### config.mk
export PLATFORM = sky130hd
export DESIGN_NAME = state_commit_ctrl
export DESIGN_NICKNAME = d
export VERILOG_FILES = /design/src/rtl/state_commit_ctrl.sv
export SDC_FILE = /design/constraint.sdc
export NUM_CORES = 1
export LEC_CHECK = 0
export CAP_MARGIN = 20
export CORE_AREA = 2 2 64 66
export CTS_BUF_LIST = sky130_fd_sc_hd__clkbuf_8 sky130_fd_sc_hd__clkbuf_16
export CTS_CLUSTER_SIZE = 14
export DETAILED_ROUTE_END_ITERATION = 7
export DIE_AREA = 0 0 66 68
export PLACE_DENSITY = 0.71
export SLEW_MARGIN = 20
export SYNTH_ARGS = -nofsm -noshare
export SYNTH_HDL_FRONTEND = slang
export SYNTH_SLANG_ARGS = --single-unit
export TNS_END_PERCENT = 20
### constraint.sdc
create_clock -name clk_vga -period 2.5 [get_ports clk_vga]
set_input_delay 0.5 -clock clk_vga [delete_from_list [all_inputs] [get_ports clk_vga]]
set_output_delay 0.5 -clock clk_vga [all_outputs]
set_load 0.01 [all_outputs]
### src/rtl/state_commit_ctrl.sv
// Commits a multi-bit state word that was synchronized into the VGA domain. A value is accepted only
// after it has been stable for STABLE_CYCLES samples, and it is presented only during an unfrozen vblank.
module state_commit_ctrl #(
  parameter int BITS          = 8,
  parameter int STABLE_CYCLES = 4
) (
  input  logic            clk_vga,
  input  logic            rst_n,
  input  logic [BITS-1:0] state_sync,
  input  logic            vblank,
  input  logic            freeze,
  output logic [BITS-1:0] state_commit,
  output logic            commit_pulse,
  output logic            busy,
  output logic [7:0]      restart_cnt
);

  localparam int CW = $clog2(STABLE_CYCLES + 1);
  localparam logic [CW-1:0] CNT_MAX = CW'(STABLE_CYCLES);
  localparam logic [CW-1:0] CNT_ONE = CW'(1);
  localparam logic [CW:0]   CNT_TARGET = (CW + 1)'(STABLE_CYCLES);

  typedef enum logic [1:0] {
    IDLE    = 2'd0,
    SETTLE  = 2'd1,
    WAIT_VB = 2'd2
  } state_t;

  // A freshly loaded candidate is already fully settled when one sample suffices.
  localparam state_t LOAD_STATE = (STABLE_CYCLES == 1) ? WAIT_VB : SETTLE;

  state_t            state_q, state_d;
  logic [BITS-1:0]   cand_q, cand_d;
  logic [CW-1:0]     cnt_q, cnt_d;
  logic [BITS-1:0]   commit_d;
  logic              pulse_d;
  logic [7:0]        restart_d;
  logic [7:0]        restart_sat;
  logic [CW:0]       cnt_inc;

  assign restart_sat = (restart_cnt == 8'hFF) ? restart_cnt : restart_cnt + 8'd1;
  assign cnt_inc     = {1'b0, cnt_q} + (CW + 1)'(1);

  always_ff @(posedge clk_vga or negedge rst_n) begin
    if (!rst_n) begin
      state_q      <= IDLE;
      cand_q       <= '0;
      cnt_q        <= '0;
      state_commit <= '0;
      commit_pulse <= 1'b0;
      busy         <= 1'b0;
      restart_cnt  <= 8'd0;
    end else begin
      state_q      <= state_d;
      cand_q       <= cand_d;
      cnt_q        <= cnt_d;
      state_commit <= commit_d;
      commit_pulse <= pulse_d;
      busy         <= (state_d != IDLE);
      restart_cnt  <= restart_d;
    end
  end

  always_comb begin
    state_d   = state_q;
    cand_d    = cand_q;
    cnt_d     = cnt_q;
    commit_d  = state_commit;
    pulse_d   = 1'b0;
    restart_d = restart_cnt;
    case (state_q)
      IDLE: begin
        if (state_sync != state_commit) begin
          cand_d  = state_sync;
          cnt_d   = CNT_ONE;
          state_d = LOAD_STATE;
        end
      end
      SETTLE: begin
        if (state_sync == state_commit) begin
          state_d   = IDLE;
          restart_d = restart_sat;
        end else if (state_sync != cand_q) begin
          cand_d    = state_sync;
          cnt_d     = CNT_ONE;
          restart_d = restart_sat;
        end else begin
          cnt_d = (cnt_q == CNT_MAX) ? cnt_q : cnt_inc[CW-1:0];
          if (cnt_inc == CNT_TARGET) state_d = WAIT_VB;
        end
      end
      WAIT_VB: begin
        // A change wins over vblank so a stale candidate is never committed.
        if (state_sync != cand_q) begin
          restart_d = restart_sat;
          if (state_sync == state_commit) begin
            state_d = IDLE;
          end else begin
            cand_d  = state_sync;
            cnt_d   = CNT_ONE;
            state_d = LOAD_STATE;
          end
        end else if (vblank && !freeze) begin
          commit_d = cand_q;
          pulse_d  = 1'b1;
          state_d  = IDLE;
        end
      end
      default: state_d = IDLE;
    endcase
  end

endmodule

==> impl_metrics.tcl, run 1 <==
set metrics [dict create \
    outcome "completed" \
    layout.nets 204 \
    synth_seq_cells 31 \
    overflow 0 \
    drive_gt1_share_pct 19.89 \
    synth_area_leaders "dfrtp_1 (46%), mux2_2 (12%), xnor2_1 (10%)" \
    drcViolationCount 0 \
    portBuffers 29 \
    holdBufCountCts 0 \
    hold_depth 1 \
    track_usage_pct 17.79 \
    cp.required_ns 2.67 \
    fp.dieH_um 68 \
    clkPwrFrac_pct 30.2 \
    start_kind "primary input" \
    finalSetupViolations 0 \
    ant_nets 0 \
    crit_arrival_ns 2.46 \
    synth_async_sr_flop_share_pct 100.0 \
    ys.flop_type "dfrtp_1" \
    period_minus_slack_ns 2.285 \
    syn_nets 164 \
    maxCapViolations 0 \
    endpoint_kind "flip-flop" \
    antenna_found_initial 0 \
    root_buffer "clkbuf_8" \
    cts.sinks 31 \
    grt_pass1_vias 1268 \
    row_count 23 \
    n_antenna_cell 0 \
    ir_drop_uv 677.2 \
    slew_headroom_pct 50.50 \
    r2r_cells 6 \
    yosysSeqAreaShare_pct 46.41 \
    grt_first_pass_wirelength_um 5899 \
    p_comb_share_pct 29.5 \
    insertion_delay_ns 0.29 \
    syn-mean-instance-area_um2 11.53 \
    coreArea_um2 3856 \
    crit_slowest_cell "clkdlybuf4s50_1" \
    maxSlewViolCount 0 \
    cts_buffers 5 \
    die_area_um2 4488 \
    clock_skew_ns 0.009806 \
    syn_inst 145 \
    cts-resized-gates 0 \
    hpwl_um 2385 \
    start_util_pct 43.35 \
    die_w_um 66 \
    synth.top_cell.area_share_pct 46.41 \
    p_seq_share_pct 40.3 \
    clk_path_buf_depth 2 \
    tightest_slew_ns 0.7362 \
    synth_commonest_cells "dfrtp_1 (31), xnor2_1 (19), mux2_2 (18), nor2_1 (9)" \
    min_path_type "flip-flop to flip-flop" \
    avgViaCountPerCell 5.301 \
    path_clk_slew_ns 0.06 \
    place_ws_ns -0.07585 \
    swShare_pct 30.18 \
    power_density_nw_per_um2 776.6 \
    cts_tree "built" \
    firstDrtPassIters 4 \
    num_vias 1251 \
    io_pins 30 \
    timing.final.crit_share_pct 91.42 \
    grt_max_degree 32 \
    yosysMostFrequentCell "dfrtp_1" \
    slowest_delay_ns 0.47 \
    wl_per_cell_um 14.63 \
    routed_wl_um 3452 \
    worstPathMaxFanout 8 \
    hold_viol_final 0 \
    max_freq_ghz 0.4376 \
    yosys.area.top_type "dfrtp_1" \
    ys_warn_count 0 \
    synth_edf_count 0 \
    fin_ws_ns 0.2146 \
    syn-cell-area_um2 1672 \
    initialDrtViolationCount 72 \
    syn_to_final_growth_pct 29.94 \
    utilization_pct 56.33 \
    rsz0062_at_grt "no" \
    p_leak_nw 0.9226 \
    postCtsSetupRepairBufs 0 \
    gp_congestion 0.7600 \
    p_int_mw 1.178 \
    ys_types 34 \
    worstPathCellList "clkdlybuf4s50_1 -> xnor2_1 -> nand4_1 -> nor2_2 -> a211o_1 -> a21oi_4 -> mux2_2" \
    htree_num_levels 2 \
    critical_path_class "primary input to flip-flop" \
    p_switching_mw 0.5090 \
]
==> per-stage QoR <==
step | hold slack, ns | cell area, um2 | power [mW] | cells | TNS, ns
3_5_place_dp | 0.5231 | 2054 | 1.183 | 228 | -0.5554
4_1_cts | 0.5389 | 2172 | 1.703 | 236 | 0
5_1_grt | 0.5797 | 2172 | 1.795 | 236 | 0
3_3_place_gp | 0.5137 | 2054 | 1.165 | 228 | -0.007816
6_report | 0.5336 | 2172 | 1.687 | 236 | 0
2_1_floorplan | 0.2044 | 1672 | 0.9576 | 145 | 0
==> path summary, 6_finish.rpt <==
check / startpoint / to / slack (ns)
min in group asynchronous: rst_n / state_commit[7]$_DFFE_PN0P_ / 0.61
max in group asynchronous: rst_n / restart_cnt[6]$_DFFE_PN0P_ / 1.59
setup reg to reg: state_commit[6]$_DFFE_PN0P_ / cand_q[2]$_DFFE_PN0P_ / 0.53
hold / removal: restart_cnt[3]$_DFFE_PN0P_ / restart_cnt[3]$_DFFE_PN0P_ / 0.53
setup / recovery: state_sync[6] / cand_q[2]$_DFFE_PN0P_ / 0.21
hold reg to reg: restart_cnt[3]$_DFFE_PN0P_ / restart_cnt[3]$_DFFE_PN0P_ / 0.53
==> critical path, delay by kind of cell <==
kind | cells | cell delay [ns]
AOI/OAI and AO/OA | 2 | 0.65
buffers and inverters | 1 | 0.47
muxes | 1 | 0.38
and+or+nand+nor | 2 | 0.30
xor gates and xnor gates | 1 | 0.16
==> cell usage in the layout (no fill, tap or decap), types with 2 or more instances in the layout <==
master           Yosys  routed
clkdlybuf4s50_1      0      29
and3_1               2       2
nand4_2              2       2
nor2_1               9       9
xnor2_1             19      19
a21oi_1              6       6
inv_1                8       8
o31ai_1              2       2
mux2i_1              2       2
o21ai_0              2       2
nand4_1              6       6
mux2_2              18      18
nand3_1              4       4
nand2_1              8       8
clkbuf_8             0       6
ha_1                 7       7
buf_4                0       4
dfrtp_1             31      31
==> cell families after synthesis <==
group                    count (synthesis)  share of synthesized area (%)
adder cells (fa/ha/maj)                  7                          5.239
buffers and inverters                    8                          1.796
AND/OR/NAND/NOR                         39                          13.77
XOR/XNOR                                19                          9.955
AO/OA/AOI/OAI                           20                          8.833
multiplexers                            21                          14.00
flip-flops                              31                          46.41
==> layer usage <==
metal	wire, um	global-route usage, %
met5	0	0
met4	93	10.97
met3	103	3.125
met2	1760	29.80
met1	1494	21.47
==> sequential cells by signal, indices dropped and copies added, names as in the netlist <==
name	cells
cand_q	8
restart_cnt	8
state_commit	8
cnt_q	3
state_q	2
busy	1
commit_pulse	1
==> power groups by stage <==
stage	clock (mW)	sequential, mW	combinational, mW
2_1_floorplan	0	0.699	0.259
3_3_place_gp	0	0.681	0.485
3_5_place_dp	0	0.687	0.496
4_1_cts	0.524	0.677	0.501
5_1_grt	0.548	0.695	0.551
6_report	0.510	0.680	0.498
==> layout make-up <==
cell class | instances | area, um2
clock buffer | 6 | 82.58
fill | 342 | 1684
timing repair buffer | 33 | 320.3
tap | 50 | 62.56
sequential | 31 | 775.7
clock inverter | 2 | 35.03
inverter | 8 | 30.03
multi-input combinational | 106 | 865.8
Note: power is estimated with default switching activity, not from simulation.
==> run 2: changes to the inputs <==
- ABC_CLOCK_PERIOD_IN_PS: default -> 2500
==> results of run 2 <==
No change in the layout: final DEF, timing and power equal those of run 1.
==> run 3: changes to the inputs <==
- CORE_AREA: 2 2 64 66 -> 5 5 67 69
- DIE_AREA: 0 0 66 68 -> 0 0 72 74
==> impl_metrics.tcl, run 3 (synthesis results as in run 1) <==
set metrics [dict create \
    hold_viol_final 0 \
    place_ws_ns -0.08434 \
    ant_nets 0 \
    grt_pass1_vias 1270 \
    nFillCells 329 \
    power_density_nw_per_um2 779.1 \
    outcome "completed" \
    die_area_um2 5328 \
    coreArea_um2 3856 \
    seq_area_um2 775.7 \
    postCtsSetupRepairBufs 0 \
    rsz0062_at_grt "no" \
    finalSetupViolations 0 \
    slew_headroom_pct 49.64 \
    ir_drop_uv 669.4 \
    timing.final.crit_share_pct 91.35 \
    largestRegisters "cand_q: 8 flops, restart_cnt: 8 flops, state_commit: 8 flops" \
    worstPathMaxFanout 6 \
    overflow 0 \
    max_freq_ghz 0.4379 \
    clock_skew_ns 0.002208 \
    insertion_delay_ns 0.28 \
    routed_wl_um 3472 \
    wl_per_cell_um 14.71 \
    grt_max_degree 32 \
    fp.dieH_um 74 \
    layout.nets 204 \
    tightest_slew_ns 0.7490 \
    firstDrtPassIters 4 \
    antenna_found_initial 0 \
    io_pins 30 \
    fin_ws_ns 0.2163 \
    multi_input_area_um2 865.8 \
    endpoint_kind "flip-flop" \
    drive_gt1_share_pct 19.89 \
    power_mw 1.692 \
    row_count 23 \
    cts-resized-gates 0 \
    critical_path_class "primary input to flip-flop" \
    portBuffers 29 \
    cts_buffers 5 \
    maxCapViolations 0 \
    cts.sinks 31 \
    grt_first_pass_wirelength_um 5899 \
    die_w_um 72 \
    cts_tree "built" \
    path_clk_slew_ns 0.07 \
    mostFrequentLayoutCell "dfrtp_1" \
    p_leak_nw 0.9226 \
    cp.required_ns 2.67 \
    start_kind "primary input" \
    clk_path_buf_depth 2 \
    holdBufCountCts 0 \
    root_buffer "clkbuf_8" \
    maxSlewViolCount 0 \
    hpwl_um 2599 \
    min_path_type "flip-flop to flip-flop" \
    n_antenna_cell 0 \
    gp_congestion 0.8797 \
    syn_to_final_growth_pct 29.94 \
    htree_num_levels 2 \
    avgViaCountPerCell 5.263 \
    num_vias 1242 \
    start_util_pct 43.35 \
    final_cell_mix "dfrtp_1 (31), clkdlybuf4s50_1 (29), xnor2_1 (19), mux2_2 (18), nor2_1 (9)" \
    period_minus_slack_ns 2.284 \
    initialDrtViolationCount 59 \
    crit_arrival_ns 2.46 \
    track_usage_pct 14.41 \
    drcViolationCount 0 \
]
-- run 3: cell counts in the layout (fill, tap and decap cells not counted) --
Identical to the previous run, type by type.
-- run 3: critical path, cell delays in order --
cell	delay, ns
clkdlybuf4s50_1	0.47
xnor2_1	0.16
nand4_1	0.21
nor2_2	0.08
o31ai_1	0.65
a21oi_1	0.16
a41o_1	0.23
-- run 3: cell type report --
class                   count  area share (%)
repair buffers             33           14.75
clock buffers               6           3.802
inverters                   8           1.382
well taps                  50           2.880
clock inverters             2           1.613
multi-input cells         106           39.86
flip-flops and latches     31           35.71
-- run 3: power by group --
group	total [mW]	switching, mW	leakage [nW]	internal [mW]
Combinational	0.500	0.230	0.477	0.270
Clock	0.513	0.191	0.0612	0.322
Sequential	0.679	0.0939	0.385	0.585
-- run 3: final timing paths --
| path | from | end | slack (ns) | cells after the start |
|---|---|---|---|---|
| min in group asynchronous | rst_n | state_commit[4]$_DFFE_PN0P_ | 0.61 | 2 |
| max in group asynchronous | rst_n | cnt_q[0]$_DFFE_PN0P_ | 1.60 | 2 |
| worst min-delay path | cand_q[0]$_DFFE_PN0P_ | cand_q[0]$_DFFE_PN0P_ | 0.55 | 1 |
| worst max register to register | state_commit[6]$_DFFE_PN0P_ | cnt_q[1]$_DFFE_PN0P_ | 0.53 | 6 |
| worst max-delay path | state_sync[6] | cnt_q[1]$_DFFE_PN0P_ | 0.22 | 7 |
| worst min register to register | cand_q[0]$_DFFE_PN0P_ | cand_q[0]$_DFFE_PN0P_ | 0.55 | 1 |
-- run 3: metal layers --
| metal | track usage (%) | wire (um) |
|---|---|---|
| met4 | 8.142 | 68 |
| met3 | 2.703 | 119 |
| met5 | 0 | 0 |
| met2 | 24.90 | 1719 |
| met1 | 16.92 | 1565 |
-- run 3: per-stage QoR --
step                area, um2  util [%]  setup TNS [ns]  hold slack (ns)  instances
floorplan                1672         -               0           0.2044        145
global placement         2054     53.28         -0.1157           0.5127        228
detailed placement       2054     53.28         -0.7021           0.5351        228
CTS                      2172     56.33               0           0.5499        236
global route             2172     56.33               0           0.5644        236
finish                   2172     56.33               0           0.5476        236
